===== config.mk =====
export PLATFORM = sky130hd
export DESIGN_NAME = mmu_job_arbiter_flat
export DESIGN_NICKNAME = d
export VERILOG_FILES = /design/src/rtl/tpu_pkg.sv /design/src/rtl/mmu_job_arbiter_if.sv /design/src/rtl/rr_arbiter2.sv /design/src/rtl/mmu_job_arbiter.sv /design/src/flat_wrapper.sv
export SDC_FILE = /design/constraint.sdc
export NUM_CORES = 1
export LEC_CHECK = 0
export CAP_MARGIN = 20
export CORE_UTILIZATION = 44
export DETAILED_ROUTE_END_ITERATION = 16
export GPL_ROUTABILITY_DRIVEN = 0
export PLACE_DENSITY = 0.85
export SLEW_MARGIN = 20
export SYNTH_ARGS = -nofsm -noshare
export SYNTH_HDL_FRONTEND = slang
export SYNTH_SLANG_ARGS = --single-unit

===== constraint.sdc =====
create_clock -name clk -period 5.2 [get_ports clk]
set_input_delay 1.3 -clock clk [delete_from_list [all_inputs] [get_ports clk]]
set_output_delay 1.3 -clock clk [all_outputs]
set_load 0.005 [all_outputs]

===== src/rtl/tpu_pkg.sv =====
// tpu_pkg: shared scheduler state encoding and job beat counts
package tpu_pkg;
  typedef enum logic [2:0] {IDLE, LOAD, COMPUTE, READ, DRAIN} sched_state_t;
  localparam int N_OPERAND_BEATS = 8;
  localparam int N_RESULT_BEATS = 4;
endpackage


===== src/rtl/mmu_job_arbiter_if.sv =====
// mmu_job_arbiter_if: host-side job handshakes plus the engine load/read port
interface mmu_job_arbiter_if;
  logic [1:0] req, gnt, op_valid, op_ready, rsp_valid, rsp_ready;
  logic [15:0] op_data;
  logic [7:0] rsp_data, eng_in_data, eng_out_data;
  logic eng_load_en, eng_load_sel_ab, eng_output_en, eng_done;
  logic [1:0] eng_load_index, eng_output_sel;
  modport master (
    output req, op_valid, op_data, rsp_ready, eng_out_data, eng_done,
    input gnt, op_ready, rsp_valid, rsp_data, eng_load_en, eng_load_sel_ab, eng_load_index,
          eng_in_data, eng_output_en, eng_output_sel
  );
  modport slave (
    input req, op_valid, op_data, rsp_ready, eng_out_data, eng_done,
    output gnt, op_ready, rsp_valid, rsp_data, eng_load_en, eng_load_sel_ab, eng_load_index,
           eng_in_data, eng_output_en, eng_output_sel
  );
endinterface


===== src/rtl/rr_arbiter2.sv =====
// rr_arbiter2: two-way round-robin picker remembering the last served requester
module rr_arbiter2 (
  input  logic       clk,
  input  logic       rst,
  input  logic [1:0] req,
  input  logic       update,
  input  logic       last,
  output logic [1:0] grant
);
  logic last_q, last_d;
  // on contention pick the requester that was not served last
  always_comb begin
    last_d = update ? last : last_q;
    grant = &req ? (last_q ? 2'b01 : 2'b10) : req;
  end
  // reset pretends requester 1 was served so requester 0 wins first
  always_ff @(posedge clk or posedge rst) begin
    if (rst) last_q <= 1'b1;
    else last_q <= last_d;
  end
endmodule


===== src/rtl/mmu_job_arbiter.sv =====
// mmu_job_arbiter: shares one 2x2 matmul engine between two job requesters
module mmu_job_arbiter
  import tpu_pkg::*;
#(
  parameter int ENG_LATENCY  = 8,
  parameter int DONE_TIMEOUT = 16
) (
  input  logic             clk,
  input  logic             rst,
  mmu_job_arbiter_if.slave io,
  output logic             busy,
  output logic             err_timeout
);
  localparam int CW = $clog2(ENG_LATENCY);
  localparam int TW = $clog2(DONE_TIMEOUT);
  sched_state_t state_q, state_d;
  logic [1:0] gnt_q, gnt_d, arb_gnt;
  logic [2:0] beat_q, beat_d;
  logic [1:0] rbeat_q, rbeat_d;
  logic [CW-1:0] cnt_q, cnt_d;
  logic [TW-1:0] tmr_q, tmr_d;
  logic err_q, err_d;
  logic g, op_hs, rsp_hs, done_exit;
  rr_arbiter2 u_arb (
    .clk(clk),
    .rst(rst),
    .req(io.req),
    .update(done_exit),
    .last(g),
    .grant(arb_gnt)
  );
  // route handshakes to the granted requester only; everything idles at zero outside its state
  always_comb begin
    g = gnt_q[1];
    op_hs = state_q == LOAD && io.op_valid[g];
    rsp_hs = state_q == READ && io.rsp_ready[g];
    done_exit = state_q == DRAIN && (io.eng_done || tmr_q == TW'(DONE_TIMEOUT - 1));
    io.gnt = gnt_q;
    io.op_ready = state_q == LOAD ? gnt_q : 2'b00;
    io.rsp_valid = state_q == READ ? gnt_q : 2'b00;
    io.rsp_data = state_q == READ ? io.eng_out_data : 8'h00;
    io.eng_load_en = op_hs;
    io.eng_load_sel_ab = state_q == LOAD && beat_q[2];
    io.eng_load_index = state_q == LOAD ? beat_q[1:0] : 2'b00;
    io.eng_in_data = state_q == LOAD ? io.op_data[{g, 3'b000} +: 8] : 8'h00;
    io.eng_output_en = rsp_hs;
    io.eng_output_sel = state_q == READ ? rbeat_q : 2'b00;
    busy = state_q != IDLE;
    err_timeout = err_q;
  end
  // job sequencing; every counter's terminal value forces the state change
  always_comb begin
    state_d = state_q;
    gnt_d = gnt_q;
    beat_d = beat_q;
    rbeat_d = rbeat_q;
    cnt_d = cnt_q;
    tmr_d = tmr_q;
    err_d = err_q;
    case (state_q)
      IDLE: begin
        beat_d = '0;
        rbeat_d = '0;
        if (|io.req) begin
          gnt_d = arb_gnt;
          state_d = LOAD;
        end
      end
      LOAD: if (op_hs) begin
        beat_d = beat_q == 3'(N_OPERAND_BEATS - 1) ? 3'd0 : beat_q + 3'd1;
        if (beat_q == 3'(N_OPERAND_BEATS - 1)) begin
          state_d = COMPUTE;
          cnt_d = CW'(ENG_LATENCY - 1);
        end
      end
      COMPUTE: begin
        cnt_d = cnt_q == '0 ? cnt_q : cnt_q - CW'(1);
        if (cnt_q == '0) state_d = READ;
      end
      READ: if (rsp_hs) begin
        rbeat_d = rbeat_q == 2'(N_RESULT_BEATS - 1) ? 2'd0 : rbeat_q + 2'd1;
        if (rbeat_q == 2'(N_RESULT_BEATS - 1)) begin
          state_d = DRAIN;
          tmr_d = '0;
        end
      end
      DRAIN: begin
        tmr_d = done_exit ? '0 : tmr_q + TW'(1);
        err_d = err_q | (done_exit & ~io.eng_done);
        if (done_exit) begin
          state_d = IDLE;
          gnt_d = 2'b00;
        end
      end
      default: state_d = IDLE;
    endcase
  end
  // all scheduler state, cleared asynchronously together with the engine
  always_ff @(posedge clk or posedge rst) begin
    if (rst) begin
      state_q <= IDLE;
      gnt_q <= 2'b00;
      beat_q <= '0;
      rbeat_q <= '0;
      cnt_q <= '0;
      tmr_q <= '0;
      err_q <= 1'b0;
    end else begin
      state_q <= state_d;
      gnt_q <= gnt_d;
      beat_q <= beat_d;
      rbeat_q <= rbeat_d;
      cnt_q <= cnt_d;
      tmr_q <= tmr_d;
      err_q <= err_d;
    end
  end
endmodule

===== src/flat_wrapper.sv =====
// flat-port wrapper written by rule: the top's interface ports become plain ports
module mmu_job_arbiter_flat import tpu_pkg::*;
#(
  parameter int ENG_LATENCY  = 8,
  parameter int DONE_TIMEOUT = 16
)
  (clk, rst, busy, err_timeout, io_req, io_op_valid, io_op_data, io_rsp_ready, io_eng_out_data, io_eng_done, io_gnt, io_op_ready, io_rsp_valid, io_rsp_data, io_eng_load_en, io_eng_load_sel_ab, io_eng_load_index, io_eng_in_data, io_eng_output_en, io_eng_output_sel);
  mmu_job_arbiter_if io_i ();
  input  logic clk;
  input  logic rst;
  output logic busy;
  output logic err_timeout;
  input wire logic [$bits(io_i.req)-1:0] io_req;
  input wire logic [$bits(io_i.op_valid)-1:0] io_op_valid;
  input wire logic [$bits(io_i.op_data)-1:0] io_op_data;
  input wire logic [$bits(io_i.rsp_ready)-1:0] io_rsp_ready;
  input wire logic [$bits(io_i.eng_out_data)-1:0] io_eng_out_data;
  input wire logic [$bits(io_i.eng_done)-1:0] io_eng_done;
  output wire logic [$bits(io_i.gnt)-1:0] io_gnt;
  output wire logic [$bits(io_i.op_ready)-1:0] io_op_ready;
  output wire logic [$bits(io_i.rsp_valid)-1:0] io_rsp_valid;
  output wire logic [$bits(io_i.rsp_data)-1:0] io_rsp_data;
  output wire logic [$bits(io_i.eng_load_en)-1:0] io_eng_load_en;
  output wire logic [$bits(io_i.eng_load_sel_ab)-1:0] io_eng_load_sel_ab;
  output wire logic [$bits(io_i.eng_load_index)-1:0] io_eng_load_index;
  output wire logic [$bits(io_i.eng_in_data)-1:0] io_eng_in_data;
  output wire logic [$bits(io_i.eng_output_en)-1:0] io_eng_output_en;
  output wire logic [$bits(io_i.eng_output_sel)-1:0] io_eng_output_sel;
  assign io_i.req = io_req;
  assign io_i.op_valid = io_op_valid;
  assign io_i.op_data = io_op_data;
  assign io_i.rsp_ready = io_rsp_ready;
  assign io_i.eng_out_data = io_eng_out_data;
  assign io_i.eng_done = io_eng_done;
  assign io_gnt = io_i.gnt;
  assign io_op_ready = io_i.op_ready;
  assign io_rsp_valid = io_i.rsp_valid;
  assign io_rsp_data = io_i.rsp_data;
  assign io_eng_load_en = io_i.eng_load_en;
  assign io_eng_load_sel_ab = io_i.eng_load_sel_ab;
  assign io_eng_load_index = io_i.eng_load_index;
  assign io_eng_in_data = io_i.eng_in_data;
  assign io_eng_output_en = io_i.eng_output_en;
  assign io_eng_output_sel = io_i.eng_output_sel;
  mmu_job_arbiter #(.ENG_LATENCY(ENG_LATENCY), .DONE_TIMEOUT(DONE_TIMEOUT)) u_core (.clk(clk), .rst(rst), .io(io_i), .busy(busy), .err_timeout(err_timeout));
endmodule

After elaboration in Yosys (flattened, before gate mapping) --
Cells that the tools add are included.
Operators by class: add/subtract/negate cells 4, magnitude comparators 1, bitwise logic cells 3, equal/unequal tests 15, shifts and indexed selects 1, reductions and logical operators 21, multiplexer cells 37
Operator list (number):
- $mux W3 | 12
- $mux W2 | 10
- $mux W8 | 2
- $shiftx A16 B5 Y8 | 1
- $pmux W3 S5 | 1
- $mux W4 | 3
- $pmux W3 S2 | 2
- $ne A2 B2 Y1 const B | 5
- $reduce_bool A2 Y1 | 5
- $pmux W2 S2 | 2
- $pmux W4 S2 | 1
- $reduce_and A7 Y1 | 1
- $eq A3 B2 Y1 const B | 2
- $eq A3 B3 Y1 const B | 2
- $logic_not A3 Y1 | 2
- $ne A2 B1 Y1 const B | 3
- $reduce_and A2 Y1 | 3
- $reduce_and A3 Y1 | 2
- $add A4 B1 Y4 const B | 1
- $eq A4 B4 Y1 const B | 1
- $logic_and A1 B1 Y1 | 4
- $mux W1 | 4
- $reduce_and A4 Y1 | 1
- $add A3 B1 Y3 const B | 1
- 11 further kinds | 11
Word-level totals: logic and storage cells 90, flip-flop bits (word level) 19, output and inout bits 31

Depth between registers and ports, before layout --
Gate-level depths: netlist of the first run.
depth after elaboration 5, depth in mapped cells 7, mapped depth without buffers 7

Cells and area by module --
A second synthesis of the first run with hierarchy kept.
Unflattened totals: cell total of the unflattened synthesis 143, area, all modules 1266.2 sq um
By module, submodules not included:
- mmu_job_arbiter | area each 1208.7 sq um, times used 1, cells an instance 136
- rr_arbiter2 | area each 57.6 sq um, times used 1, cells an instance 7

Least setup slack after synthesis of the first run --
Ideal clock, no wire load.
path kind input to output, start point input io_rsp_ready[1], end point output io_eng_output_en, stages on the path 3, slack 2.126 ns, buffers on the path 0, arrival time 1.774 ns, data required time 3.900 ns, cell sequence mux2_2 -> nand2_1 -> inv_1
Between the ends: cells in the longest elaborated chain, start to end 3
RTL lines:
- from (decl) | line flat_wrapper.sv:16 | input wire logic [$bits(io_i.rsp_ready)-1:0] io_rsp_ready;
- $mux W1 (implied by the code) (2 in a row) | line mmu_job_arbiter.sv:36 | rsp_hs = state_q == READ && io.rsp_ready[g];
- $logic_and A1 B1 Y1 | line mmu_job_arbiter.sv:36
- to (decl) | line flat_wrapper.sv:27 | output wire logic [$bits(io_i.eng_output_en)-1:0] io_eng_output_en;
No other way between the ends. The select of a mux whose other input is x is not followed.

Worst setup path in the final report of the first run --
Same ends and word-level chain as after synthesis.

==> flow_summary.json, run 1 <==
{
  "status": "finished with violations",
  "violations": "DRC",
  "ys_types": 44,
  "diodes": 0,
  "r2r-start": "u_core.state_q[0]",
  "drive_gt1_share_pct": 8.17,
  "io-pin-count": 64,
  "holdPathEnd": "u_core.err_timeout",
  "maxCapViolCount": 0,
  "first_iter_violations": 52,
  "dpl.hpwl_microns": 2850,
  "detail-route-antenna-nets": 0,
  "hold_path.class": "register to register",
  "r2r_cells": 3,
  "cts-root-buf": "clkbuf_4",
  "dr_wl_met3_microns": 165,
  "overflow": 0,
  "dr.pass1.iters": 12,
  "wl_met1_microns": 1410,
  "synth_edf_count": 0,
  "whs_path_depth": 2,
  "post_dp_cell_area_sq_um": 1970,
  "vias": 1294,
  "cts_buffer_depth": 2,
  "netlist_instances": 151,
  "hold_path_startpoint": "u_core.err_timeout",
  "design_area_sq_um": 2000,
  "worstMarginPinSlew_ns": 0.706,
  "critPathRequiredTime_ns": 3.90,
  "die_h_microns": 57.6,
  "portBuffers": 63,
  "regToRegEndpoint": "u_core.beat_q[0]",
  "finClkSkew_ns": 0.00769,
  "synth_area_leaders": "dfrtp_1 33%, and2_1 6.9%, mux2i_1 6.6%",
  "finalSetupTns_ns": 0,
  "relSlewSlack_pct": 52.9,
  "postRouteWirelength_microns": 3510,
  "core_sq_um": 2830,
  "syn-num-nets": 190,
  "cts_tree": "yes",
  "rows": 19,
  "start_kind": "primary input",
  "finalHoldViolCount": 0,
  "vdd_ir_drop_max_uv": 311,
  "grt_max_degree": 20,
  "crit_arrival_ns": 2.67,
  "ys_seq_elements": 19,
  "fmax_mhz": 252,
  "powerDensity_nw_per_um2": 415,
  "clk-insertion-delay-late_ns": 0.30,
  "post-cts-setup-buffers": 0,
  "start_util_pct": 48.0,
  "cp-end-kind": "primary output",
  "synth-main-ff-cell": "dfrtp_1",
  "period_share_pct": 76.4,
  "synth.top_cell.area_share_pct": 33.1,
  "synth_area_per_cell_sq_um": 9.00,
  "synth_area_leader_cell": "dfrtp_1",
  "fin_crit_ns": 3.97,
  "grt_pass1_wl_microns": 5500,
  "clk_pin_slew_ns": 0.12,
  "layout.nets": 248,
  "drv_slew": 0,
  "rsz0062_at_grt": "no",
  "die_x_microns": 57.6,
  "setup_viol_count_final": 0,
  "grt.total_usage_pct": 21.8,
  "wl_per_cell_microns": 14.7,
  "crit_fanout": 5,
  "max_stage_delay_ns": 0.50,
  "async_flop_share_pct": 100,
  "cts_buffers": 3,
  "total_leakage_power_nw": 0.891,
  "crit_buf_inv": 3,
  "cp_top_family": "buffers and inverters",
  "ctsResizeCount": 0,
  "dr_wl_met2_microns": 1890,
  "drc_errors": 6,
  "htreeDepth": 1,
  "grt_pass1_vias": 1214,
  "clock-sinks": 19,
  "path_cells": "clkdlybuf4s50_1 > mux2_2 > nand2_1 > inv_1 > clkdlybuf4s50_1",
  "rrSetupSlack_ns": 3.14,
  "highest_layer": "met4",
  "total_power_uw": 831,
  "ys_seq_area_share_pct": 35.1,
  "dieArea_sq_um": 3310,
  "antenna_found_initial": 0,
  "crit_top_cell": "clkdlybuf4s50_1",
  "area_growth_pct": 47.5,
  "synth_area_sq_um": 1360,
  "yosysWarnings": 0,
  "viasPerCell": 5.41,
  "ctsHoldBuffers": 0,
  "crit_slowest_cell": "clkdlybuf4s50_1",
  "critPathKind": "primary input to primary output",
  "post-route-util_pct": 70.9
}
-- sequential cells by signal, indices dropped and copies added, names as in the netlist --
name / flops
u_core.u_arb.last_q: 1
u_core.beat_q: 3
u_core.err_timeout: 1
u_core.tmr_q: 4
u_core.state_q: 3
u_core.io.gnt: 2
u_core.rbeat_q: 2
u_core.cnt_q: 3
-- cells in the mapped netlist, drive strengths merged, types with 2 or more instances --
master   instances
and2            15
a2bb2oi          2
mux2i            9
o211ai           2
mux2             6
or3b             3
nor3b            2
dfrtp           18
a21oi            2
o21ai           10
clkbuf           4
nor2            17
nor3             3
a31oi            2
ha               6
buf              6
nand3            6
o31ai            3
inv              9
nand2            8
o22a             2
-- cell families after synthesis --
group | count (synthesis) | share of synthesized area (%)
fa+ha+maj | 6 | 5.52
buf+inv | 19 | 6.45
simple gates | 61 | 24.6
flops | 19 | 35.1
mux | 15 | 11.6
compound gates | 31 | 16.8
-- cell type report --
type                            instances  area, sq um
Timing Repair Buffer                   63          631
Sequential cell                        19          477
Tap cell                               31         38.8
Clock inverter                          1         7.51
Multi-Input combinational cell        113          795
Inverter                                9         33.8
Clock buffer                            3         22.5
Fill cell                             221          825
-- cells in the final DEF (no fill, tap or decap), types with 3 or more instances in the layout --
cell type and n:
and2_1 15, clkbuf_4 3, clkdlybuf4s50_1 63, dfrtp_1 18, ha_1 6, inv_1 9
mux2_2 5, mux2i_1 9, nand2_1 8, nand3_1 6, nor2_1 17, nor3_1 3
o21ai_0 9, o31ai_1 3
-- worst max-delay path by stage --
stage | depth (start not counted) | to | slack (ns) | from
2_1_floorplan | 3 | io_eng_output_en | 2.13 | io_rsp_ready[1]
5_1_grt | 5 | io_eng_output_en | 1.15 | io_rsp_ready[1]
6_report | 5 | io_eng_output_en | 1.23 | io_rsp_ready[1]
3_5_place_dp | 5 | io_eng_output_en | 1.23 | io_rsp_ready[0]
4_1_cts | 5 | io_eng_output_en | 1.22 | io_rsp_ready[1]
3_3_place_gp | 5 | io_eng_output_en | 1.24 | io_rsp_ready[0]
-- tightest hold or removal path: stages, from the launching register on --
cell,delay (ns)
dfrtp_1,0.36
inv_1,0.04
o31ai_1,0.05
-- where the power goes --
| part | leakage [nW] | total, mW | internal [mW] | switching (mW) |
|---|---|---|---|---|
| combinational | 0.639 | 0.482 | 0.283 | 0.199 |
| clock | 0.0139 | 0.0793 | 0.0293 | 0.0500 |
| sequential | 0.238 | 0.270 | 0.194 | 0.0760 |
-- through the flow --
step	hold slack, ns	cells	setup WS, ns
finish	0.483	239	1.23
global route	0.527	239	1.15
CTS	0.489	239	1.22
detailed placement	0.459	235	1.23
global placement	0.447	235	1.24
floorplan	0.460	151	2.13
-- layer usage --
layer | up-vias | global-route usage [%]
met4 | 0 | 9.41
met2 | 41 | 39.5
met5 | - | 0
met3 | 6 | 3.40
li1 | 647 | -
met1 | 600 | 25.1
(Power assumes the default switching activity.)
==> inputs of run 2 (changes only) <==
CORE_UTILIZATION = 41   (was 44)
PLACE_DENSITY = 0.8   (was 0.85)
clock period = 3.96 ns   (was 5.2 ns; I/O delays follow)
==> run 2 against run 1 <==
The flow now finishes without violations. Cell area up 0.62%. Count of clock-buffer cells in the layout rose by 1. Register-to-register slack got worse by 1.2 ns. Worst hold slack got worse by 0.0068 ns. Worst setup slack worse by 0.63 ns. Critical path depth down 2. Via count grew 1.2%. Sequential cell count stayed put. Wire length fell by 3.2%. First-iteration DRC count is 46% lower. Critical endpoint is now io_eng_in_data[7].
==> flow_summary.json, run 2 (synthesis results as in run 1) <==
{
  "start_util_pct": 43.8,
  "detail-route-antenna-nets": 0,
  "drive_gt1_share_pct": 7.69,
  "drc_errors": 0,
  "clk_pin_slew_ns": 0.11,
  "crit_fanout": 16,
  "start_kind": "register",
  "vias": 1310,
  "overflow": 0,
  "die_h_microns": 59.6,
  "clk-insertion-delay-late_ns": 0.30,
  "grt.total_usage_pct": 20.3,
  "cp-end-kind": "primary output",
  "postRouteWirelength_microns": 3400,
  "wl_per_cell_microns": 13.5,
  "finalHoldViolCount": 0,
  "grt_pass1_wl_microns": 5430,
  "worstMarginPinSlew_ns": 0.723,
  "comb_power_share_pct": 58.1,
  "grt_max_degree": 20,
  "ctsResizeCount": 0,
  "total_leakage_power_nw": 0.892,
  "holdPathEnd": "u_core.err_timeout",
  "diodes": 0,
  "powerDensity_nw_per_um2": 537,
  "hold_path_startpoint": "u_core.err_timeout",
  "final_common_cell": "clkdlybuf4s50_1",
  "pwr-share-clk_pct": 9.2,
  "crit_arrival_ns": 2.37,
  "portBuffers": 63,
  "regToRegEndpoint": "u_core.beat_q[0]",
  "cts-root-buf": "clkbuf_4",
  "post_dp_cell_area_sq_um": 1990,
  "whs_path_depth": 2,
  "finClkSkew_ns": 0.00675,
  "hold_path.class": "register to register",
  "setup_viol_count_final": 0,
  "ctsHoldBuffers": 0,
  "clock-sinks": 19,
  "critPathKind": "register to primary output",
  "rsz0062_at_grt": "no",
  "cts_buffers": 3,
  "grt_pass1_vias": 1232,
  "fin_crit_ns": 3.36,
  "layout.nets": 248,
  "rows": 20,
  "largest_reg_flops": 4,
  "fmax_mhz": 298,
  "antenna_found_initial": 0,
  "viasPerCell": 5.20,
  "dpl.hpwl_microns": 2730,
  "power_switching_uw": 415,
  "status": "completed",
  "p_sw_share_pct": 38.4,
  "rrSetupSlack_ns": 1.92,
  "maxCapViolCount": 0,
  "r2r_cells": 3,
  "total_power_mw": 1.08,
  "dieArea_sq_um": 3550,
  "cts_buffer_depth": 2,
  "cts_tree": "yes",
  "intPower_uw": 667,
  "vdd_ir_drop_max_uv": 325,
  "htreeDepth": 1,
  "io-pin-count": 64,
  "area_growth_pct": 48.4,
  "drv_slew": 0,
  "first_iter_violations": 28,
  "layout_common_cells": "63 x clkdlybuf4s50_1, 18 x dfrtp_1, 17 x nor2_1",
  "core_sq_um": 3100,
  "design_area_sq_um": 2020,
  "r2r-start": "u_core.state_q[0]",
  "critPathRequiredTime_ns": 2.97,
  "relSlewSlack_pct": 51.8,
  "seq_power_share_pct": 32.7,
  "die_x_microns": 59.6,
  "post-cts-setup-buffers": 0,
  "period_share_pct": 84.8,
  "finalSetupTns_ns": 0,
  "fillerInstances": 282,
  "dr.pass1.iters": 4,
  "top_register": "u_core.tmr_q"
}
==> run 2: changes by cell type in the layout (fill, tap and decap cells not counted), sizes merged <==
cell and change:
clkinvlp -1, clkbuf +1
==> run 2: critical path: stages (launching register included) <==
cell             delay (ns)
dfrtp_1                0.64
or3b_1                 0.63
nor2_1                 0.24
clkdlybuf4s50_1        0.56
==> run 2: how the worst max path moves through the flow <==
| stage | from | end | slack, ns | depth (start not counted) |
|---|---|---|---|---|
| floorplan | io_rsp_ready[1] | io_eng_output_en | 1.51 | 3 |
| global placement | io_rsp_ready[0] | io_eng_output_en | 0.62 | 5 |
| detailed placement | io_rsp_ready[0] | io_eng_output_en | 0.60 | 5 |
| CTS | io_rsp_ready[0] | io_eng_output_en | 0.60 | 5 |
| global route | u_core.state_q[0] | io_eng_in_data[7] | 0.47 | 3 |
| finish | u_core.state_q[0] | io_eng_in_data[7] | 0.60 | 3 |
==> run 2: power by group through the flow <==
stage          sequential [mW]  combinational [mW]  clock, mW
2_1_floorplan            0.294               0.437          0
3_3_place_gp             0.349               0.615          0
3_5_place_dp             0.356               0.633          0
4_1_cts                  0.352               0.636      0.102
5_1_grt                  0.370               0.697      0.111
6_report                 0.354               0.629     0.0992
==> run 2: through the flow <==
step | hold WS (ns) | util [%] | cells | worst slack [ns]
3_5_place_dp | 0.459 | 64.2 | 248 | 0.600
4_1_cts | 0.485 | 65.0 | 252 | 0.599
5_1_grt | 0.550 | 65.0 | 252 | 0.474
3_3_place_gp | 0.450 | 64.2 | 248 | 0.617
6_report | 0.476 | 65.0 | 252 | 0.601
2_1_floorplan | 0.460 | - | 151 | 1.51
==> run 2: final cells by class <==
cell class | instances | area [sq um] | area share, %
inverters | 9 | 33.8 | 1.67
repair buffers | 63 | 631 | 31.3
well taps | 44 | 55.1 | 2.73
flip-flops and latches | 19 | 477 | 23.6
multi-input cells | 113 | 795 | 39.4
clock buffers | 4 | 26.3 | 1.30
==> run 2: metal layers <==
metal	up-vias	part of all wire [%]	GRT usage [%]
met4	0	0.91	6.31
li1	649	-	-
met2	42	50	35.0
met3	4	6.0	3.71
met5	-	0	0
met1	615	43	25.6
==> inputs of run 3 (changes only) <==
CORE_UTILIZATION = 37   (was 41)
PLACE_DENSITY = 0.76   (was 0.8)
clock period = 3 ns   (was 3.96 ns; I/O delays follow)
==> run 3 against run 2 <==
Cell count is 2.4% higher. Via count increased by 2.3%. Non-clock buffer count is 4 higher. Count of clock-buffer cells in the layout is 1 lower. Sequential power up 23%. Critical path type unchanged. Worst setup slack got worse by 0.43 ns. Clock power increased by 31%. Largest power group unchanged.
==> flow_summary.json, run 3 (synthesis results as in run 1) <==
{
  "worstMarginPinSlew_ns": 0.728,
  "ff_latch_area_sq_um": 477,
  "grt.busiest_layer": "met2",
  "path_cells": "nor3b_1 > buf_4 > and2_1 > clkdlybuf4s50_1",
  "vias": 1340,
  "hold_path.class": "register to register",
  "grt_pass1_wl_microns": 5910,
  "viasPerCell": 5.19,
  "diodes": 0,
  "layout_common_cells": "63 x clkdlybuf4s50_1, 18 x dfrtp_1, 17 x nor2_1",
  "use_met2_pct": 35.6,
  "fmax_mhz": 353,
  "layout.nets": 252,
  "overflow": 0,
  "maxCapViolCount": 0,
  "total_leakage_power_nw": 0.913,
  "crit_arrival_ns": 2.08,
  "start_util_pct": 39.8,
  "dp.cells": 254,
  "crit_fanout": 14,
  "fillerInstances": 305,
  "rsz0062_at_grt": "no",
  "postRouteWirelength_microns": 3410,
  "max_stage_delay_ns": 0.54,
  "cts_tree": "yes",
  "critPathRequiredTime_ns": 2.25,
  "finalHoldViolCount": 0,
  "htreeDepth": 1,
  "wl_per_cell_microns": 13.2,
  "cts_buffer_depth": 2,
  "setup_viol_count_final": 0,
  "grt.total_usage_pct": 18.8,
  "critPathKind": "register to primary output",
  "grtUsageMet1_pct": 20.4,
  "dpl.hpwl_microns": 2660,
  "ctsHoldBuffers": 0,
  "finalNonFillerCells": 258,
  "dr.pass1.iters": 4,
  "period_share_pct": 94.5,
  "multi_input_area_sq_um": 798,
  "vdd_ir_drop_max_uv": 439,
  "cts-root-buf": "clkbuf_4",
  "grt_max_degree": 20,
  "final_common_cell": "clkdlybuf4s50_1",
  "first_iter_violations": 29,
  "drc_errors": 0,
  "post-cts-setup-buffers": 0,
  "dieArea_sq_um": 3920,
  "die_h_microns": 62.6,
  "hold_slack_ns": 0.482,
  "detail-route-antenna-nets": 0,
  "area_growth_pct": 51.2,
  "total_power_mw": 1.48,
  "relSlewSlack_pct": 51.4,
  "antenna_found_initial": 0,
  "finClkSkew_ns": 0.00946,
  "cp-end-kind": "primary output",
  "die_x_microns": 62.6,
  "clk_pin_slew_ns": 0.12,
  "clk-insertion-delay-late_ns": 0.30,
  "cts_buffers": 3,
  "finalSetupTns_ns": 0,
  "core_sq_um": 3420,
  "drv_slew": 0,
  "io-pin-count": 64,
  "grt_pass1_vias": 1357,
  "drive_gt1_share_pct": 10.8,
  "largest_reg_flops": 4,
  "cp_top_family": "buffers and inverters",
  "powerDensity_nw_per_um2": 720,
  "crit_slowest_cell": "dfrtp_1",
  "clock-sinks": 19,
  "portBuffers": 63,
  "top_register": "u_core.tmr_q",
  "start_kind": "register",
  "crit_buf_inv": 2,
  "grt_use_met3_pct": 3.47,
  "fin_crit_ns": 2.83,
  "rows": 21,
  "post-route-util_pct": 60.1,
  "status": "completed"
}
==> run 3: changes by cell type in the layout (fill, tap and decap cells not counted), sizes merged <==
cell    before  now
buf          0    4
clkinv       0    1
clkbuf       4    3
==> run 3: final cells by class <==
| class | instances | share of cell area (%) |
|---|---|---|
| Sequential cell | 19 | 23.2 |
| Tap cell | 46 | 2.80 |
| Inverter | 9 | 1.64 |
| Timing Repair Buffer | 67 | 32.2 |
| Multi-Input combinational cell | 113 | 38.9 |
| Clock inverter | 1 | 0.244 |
| Clock buffer | 3 | 1.10 |
==> run 3: timing repair <==
item,CTS,global route
setup endpoints to repair,0,16
resized for setup,0,2
endpoints found under the hold margin,0,0
==> run 3: worst paths after layout <==
path,slack [ns],start,end,depth (start not counted)
worst max-delay path,0.17,u_core.state_q[2],io_eng_load_index[0],4
worst min-delay path,0.48,u_core.err_timeout,u_core.err_timeout,2
worst max register to register,0.97,u_core.state_q[0],u_core.state_q[0],5
worst min register to register,0.48,u_core.err_timeout,u_core.err_timeout,2
max in group asynchronous,1.68,rst,u_core.beat_q[2],2
min in group asynchronous,0.86,rst,u_core.err_timeout,2
==> run 3: per-layer routing <==
| layer | vias up | wire [microns] | part of all wire, % |
|---|---|---|---|
| met4 | 0 | 34 | 1.0 |
| met1 | 619 | 1380 | 40 |
| met2 | 68 | 1720 | 50 |
| met3 | 2 | 276 | 8.1 |
| met5 | - | 0 | 0 |
| li1 | 651 | - | - |
==> run 3: report_power, final <==
part	leakage, nW	switching (mW)	internal (mW)
clock	0.0177	0.0800	0.0496
combinational	0.657	0.382	0.531
sequential	0.238	0.0994	0.337
total	0.913	0.561	0.918
==> run 3: metrics by stage <==
stage	instance area [sq um]	setup WS, ns
floorplan	1360	1.00
global placement	2020	0.187
detailed placement	2020	0.171
CTS	2050	0.0249
global route	2050	0.00530
finish	2050	0.166
==> run 3: worst register-to-register path, delay by kind of cell, from the launching register on <==
family,cells,cell delay [ns]
AOI/OAI and AO/OA,2,0.45
buffers and inverters,1,0.20
DFF,1,0.45
muxes,1,0.33
and+or+nand+nor,1,0.49
